## src/rtl/adder_share_pkg.sv

```systemverilog
// adder_share_pkg: shared types, default width and ID-width helper for the adder-share arbiter
package adder_share_pkg;

    typedef enum logic [1:0] {IDLE, CALC, RESP} state_t;

    localparam int DEFAULT_WIDTH = 32;

    function automatic int id_width(input int n);
        return (n > 1) ? $clog2(n) : 1;
    endfunction

endpackage

```

## src/rtl/adder_share_rr_arbiter.sv

```systemverilog
// rr_arbiter: combinational round-robin pick, searching upward from ptr+1 with wrap
module rr_arbiter #(
    parameter int N    = 4,
    parameter int ID_W = 2
) (
    input  logic [N-1:0]    req,
    input  logic [ID_W-1:0] ptr,
    output logic [N-1:0]    grant,
    output logic [ID_W-1:0] idx
);

    logic found;

    // indices above ptr take priority, then wrap to indices at or below ptr
    always_comb begin
        grant = '0;
        idx   = '0;
        found = 1'b0;
        for (int i = 0; i < N; i++)
            if (!found && req[i] && ID_W'(i) > ptr) begin
                found    = 1'b1;
                grant[i] = 1'b1;
                idx      = ID_W'(i);
            end
        for (int i = 0; i < N; i++)
            if (!found && req[i] && ID_W'(i) <= ptr) begin
                found    = 1'b1;
                grant[i] = 1'b1;
                idx      = ID_W'(i);
            end
    end

endmodule

```

## src/rtl/adder_share_arbiter.sv

```systemverilog
// adder_share_arbiter: round-robin time-sharing of one external adder; ADDER_SHARE_OVF_EN adds rsp_ovf
module adder_share_arbiter
    import adder_share_pkg::*;
#(
    parameter int NUM_REQ = 4,
    parameter int WIDTH   = DEFAULT_WIDTH,
    localparam int ID_W   = id_width(NUM_REQ)
) (
    input  logic                     clk,
    input  logic                     rst_n,
    input  logic [NUM_REQ-1:0]       req_valid,
    output logic [NUM_REQ-1:0]       req_ready,
    input  logic [NUM_REQ*WIDTH-1:0] req_a,
    input  logic [NUM_REQ*WIDTH-1:0] req_b,
    input  logic [NUM_REQ-1:0]       req_cin,
    output logic [WIDTH-1:0]         add_a,
    output logic [WIDTH-1:0]         add_b,
    output logic                     add_cin,
    input  logic [WIDTH-1:0]         add_sum,
    input  logic                     add_cout,
    output logic                     rsp_valid,
    input  logic                     rsp_ready,
    output logic [ID_W-1:0]          rsp_id,
    output logic [WIDTH-1:0]         rsp_sum,
    output logic                     rsp_cout,
`ifdef ADDER_SHARE_OVF_EN
    output logic                     rsp_ovf,
`endif
    output logic                     busy
);

    state_t              state;
    logic [ID_W-1:0]     ptr;
    logic [ID_W-1:0]     owner;
    logic [ID_W-1:0]     gidx;
    logic [NUM_REQ-1:0]  grant;
    logic [WIDTH-1:0]    a_arr [NUM_REQ];
    logic [WIDTH-1:0]    b_arr [NUM_REQ];

    for (genvar g = 0; g < NUM_REQ; g++) begin : g_unpack
        assign a_arr[g] = req_a[g*WIDTH +: WIDTH];
        assign b_arr[g] = req_b[g*WIDTH +: WIDTH];
    end

    rr_arbiter #(.N(NUM_REQ), .ID_W(ID_W)) u_arb (
        .req   (req_valid),
        .ptr   (ptr),
        .grant (grant),
        .idx   (gidx)
    );

    // grants are offered only while idle and out of reset
    assign req_ready = (rst_n && state == IDLE) ? grant : '0;
    assign busy      = state != IDLE;

    // FSM: accept in IDLE, capture adder result in CALC, hold response in RESP
    always_ff @(posedge clk) begin
        if (!rst_n) begin
            state     <= IDLE;
            ptr       <= ID_W'(NUM_REQ - 1);
            owner     <= '0;
            add_a     <= '0;
            add_b     <= '0;
            add_cin   <= 1'b0;
            rsp_valid <= 1'b0;
            rsp_id    <= '0;
            rsp_sum   <= '0;
            rsp_cout  <= 1'b0;
`ifdef ADDER_SHARE_OVF_EN
            rsp_ovf   <= 1'b0;
`endif
        end else begin
            case (state)
                IDLE: if (|(req_valid & req_ready)) begin
                    add_a   <= a_arr[gidx];
                    add_b   <= b_arr[gidx];
                    add_cin <= req_cin[gidx];
                    owner   <= gidx;
                    ptr     <= gidx;
                    state   <= CALC;
                end
                CALC: begin
                    rsp_sum   <= add_sum;
                    rsp_cout  <= add_cout;
                    rsp_id    <= owner;
                    rsp_valid <= 1'b1;
`ifdef ADDER_SHARE_OVF_EN
                    rsp_ovf   <= (add_a[WIDTH-1] == add_b[WIDTH-1]) && (add_sum[WIDTH-1] != add_a[WIDTH-1]);
`endif
                    state     <= RESP;
                end
                RESP: if (rsp_ready) begin
                    rsp_valid <= 1'b0;
                    state     <= IDLE;
                end
                default: state <= IDLE;
            endcase
        end
    end

endmodule

```

## config.mk

```make
export PLATFORM = sky130hd
export DESIGN_NAME = adder_share_arbiter
export DESIGN_NICKNAME = d
export VERILOG_FILES = /design/src/rtl/adder_share_pkg.sv /design/src/rtl/adder_share_rr_arbiter.sv /design/src/rtl/adder_share_arbiter.sv
export SDC_FILE = /design/constraint.sdc
export NUM_CORES = 1
export LEC_CHECK = 0
export CAP_MARGIN = 20
export CORE_AREA = 5 5 155 157
export CTS_CLUSTER_DIAMETER = 100
export DETAILED_ROUTE_END_ITERATION = 6
export DIE_AREA = 0 0 160 162
export DONT_BUFFER_PORTS = 1
export PLACE_DENSITY = 0.48
export SYNTH_ARGS = -nofsm -noshare
export SYNTH_HDL_FRONTEND = slang
export SYNTH_SLANG_ARGS = --single-unit
```

## constraint.sdc

```tcl
create_clock -name clk -period 2.3 [get_ports clk]
set_input_delay 0.46 -clock clk [delete_from_list [all_inputs] [get_ports clk]]
set_output_delay 0.46 -clock clk [all_outputs]
set_load 0.02 [all_outputs]
```

==> results by group <==
Worst setup path
  – CP Max Fanout: 5
  – Crit Path Class: reg -> out
  – CP required: 1.84 ns
  – Worst r2r src: ptr[1]
  – Reg2Reg Depth: 8
  – Setup crit end kind: output port
  – Worst Setup SP: state[0]
  – Worst Setup Start Kind: register
  – Critical path arrival: 1.69 ns

STA
  – Fin crit share: 93.68%
  – Fin Clk Skew: between 0.01 and 0.015 ns
  – Slew headroom: between 60 and 70%
  – Max Fclk: between 400 and 500 MHz
  – Min Hold Slack: 0.2483 ns
  – Count of final setup violators: 0
  – Worst-Margin Slew: roughly 0.46 ns
  – Count of final max-slew check failures: 0
  – Final min period: 2.155 ns
  – Setup_tns: 0 ns
  – Setup ws final: 0.1454 ns
  – Final count of hold timing violations: 0
  – RSZ-0062 raised after global routing: false

Min path
  – Hold Crit Start: add_sum[30]
  – Class of the worst hold path: in -> reg
  – Hold Path Depth: 2

Detailed routing
  – Via Count: 5,870
  – Post-Route WL: 24.00 mm
  – Post-DR wirelength/cell: 22.77 um
  – Vias per std cell: 5.569
  – DR DRC count: 0
  – Post-route ant nets: 0
  – Pre-antenna DRT Iters: 5
  – Initial drt markers: 483

GRT
  – First-pass GRT wire length: 35.42 mm
  – Met2 Usage GRT: 29.23%
  – All-Layer GR Usage: between 10% and 20%
  – Met1 Use GR: 20.84%
  – GRT busiest layer: met2
  – Maximum number of pins on one net before global-route repair: about 110
  – Total grt overflow: 0
  – Antenna violations before repair: 2
  – Met3 GRT Util: under 10%
  – Number of global-route vias before repair: 5,723

Synthesis
  – Post-synth top area share: approximately a third
  – Most common cell in the netlist: nand2_1
  – Ys async rst share: 0%
  – Yosys cell types: 35
  – Synth top cells by count: nand2_1, and3_1, dfxtp_1, a211oi_1, nand3_1
  – Syn_nets: between 1,000 and 1,500
  – Flops & latches, synth: ~110
  – Synth warn: 0
  – Syn Inst Count: 811
  – Synth Flop Type: dfxtp_1
  – Avg Synthesized Cell Area: 7.626 um2
  – Yosys top cell by area: dfxtp_1
  – Synth Cell Area: 6185 um2
  – Sequential area share after synthesis: roughly 35%
  – Area contributors post-synth: dfxtp_1, and3_1, nand2_1
  – EDFF count, synth: 0

Die
  – Top Ports: 406
  – Die height: between 150 and 200 um
  – DIE WIDTH: 160 um
  – Core Region: between 20,000 and 25,000 um2
  – Full die area: 25,920 um2
  – Initial Utilization: 27.65%
  – Rows: between 50 and 60

Status
  – Outcome: complete, no violations

Pwr
  – Clock share of power: between 20% and 30%
  – Switch share: 39.46%
  – Flop pwr share: between 40 and 50%
  – PD cells: 975.3 nW/um2
  – Cell leakage power: 2.774 nW
  – Internal power: just over 4 mW
  – Peak VDD IR: 0.0002884 V
  – Sw power: ~2.6 mW
  – Logic pwr share: about 28%

Placement
  – Post-Place Worst Slack: 0.3024 ns
  – Port Buf Inserts: 0
  – Post-DP HPWL: about 18 mm
  – Routability cong.: 0.8500

CTS
  – Total CTS buffers: 9
  – TritonCTS clock tree: done
  – Longest Clk Path Bufs: 2
  – Clk_lat worst skew: roughly 0.36 ns
  – Postcts setup bufs: 0
  – Hold Buf Count CTS: 0
  – Clk slew on worst S/H paths: 0.07 ns
  – PostCTS Resize Cnt: 0
  – Clock root buffer: clkbuf_16
  – Clk sink count: 107
  – CTS HTree Levels: 3

Run
  – Max Cap Viol: 0

Cells and area
  – Core Util, Final: 30.47%
  – P&R area growth vs syn: 10.20%
  – Fill count: around 2,500
  – Layout cells sized above 1: around 11%
  – Nets: 1,062
==> registers in the layout (all words and copies together), names as in the netlist, 2 cells and up <==
signal and count:
ptr 2, add_a 32, rsp_id 2, state 2, add_b 32, owner 2
rsp_sum 32
==> placed cells by master (no fill, tap or decap), drive strengths merged, types with 2 or more instances in the layout <==
master  instances
a211oi         66
a21boi         36
a21oi           6
and2            2
and3          130
buf            27
bufinv          2
clkbuf         11
dfxtp         107
diode           2
inv             7
nand2         211
nand3          65
nor2           12
nor3            2
o21a            2
o21ai           4
o22ai           2
o31ai          65
==> final timing paths <==
check                       to  slack [ns]
hold / removal     rsp_sum[30]        0.25
setup reg to reg     add_b[14]        0.31
setup / recovery  req_ready[0]        0.15
hold reg to reg       owner[1]        0.46
==> power groups by stage <==
stage | Combinational, mW | Clock (mW) | Sequential (mW)
after floorplan | 1.48 | 0 | 2.87
after global routing | 2.13 | 1.92 | 3.02
after global placement | 1.90 | 0 | 3.03
final | 1.89 | 1.79 | 2.97
after CTS | 1.93 | 1.85 | 2.99
after detailed placement | 1.93 | 0 | 3.02
==> critical path, cell delays in order, from the launching register on <==
cell     delay [ns]
dfxtp_1        0.34
nor2_1         0.36
nand2_1        0.22
nor2_1         0.42
==> cells by family (layout without fill, tap and decap cells) <==
family / count (synthesis) / in the layout / share of synthesized area, %
buffers and inverters: 92 / 48 / 7.283
AOI/OAI and AO/OA: 188 / 188 / 25.41
DFF: 107 / 107 / 34.63
and+or+nand+nor: 424 / 424 / 32.67
other: 0 / 2 / 0
==> layout make-up <==
cell class | instances | area [um2] | area share [%]
multi-input cells | 612 | 3617 | 53.08
flip-flops and latches | 107 | 2142 | 31.43
well taps | 285 | 356.6 | 5.232
repair buffers | 27 | 340.3 | 4.994
clock buffers | 11 | 252.7 | 3.708
clock inverters | 5 | 82.58 | 1.212
inverters | 5 | 18.77 | 0.2754
diodes | 2 | 5.005 | 0.07343
==> per-stage QoR <==
stage | area [um2] | std cells | power, mW
finish | 6815 | 1054 | 6.647
floorplan | 6185 | 811 | 4.353
CTS | 6810 | 1052 | 6.761
global placement | 6475 | 1036 | 4.925
detailed placement | 6475 | 1036 | 4.953
global route | 6815 | 1054 | 7.071
==> metal layers <==
metal	wire length (um)	vias to the layer above
li1	-	2794
met1	9328	2727
met2	11910	317
met3	2339	32
met4	426	0
met5	0	-
Note: power is estimated with default switching activity, not from simulation.
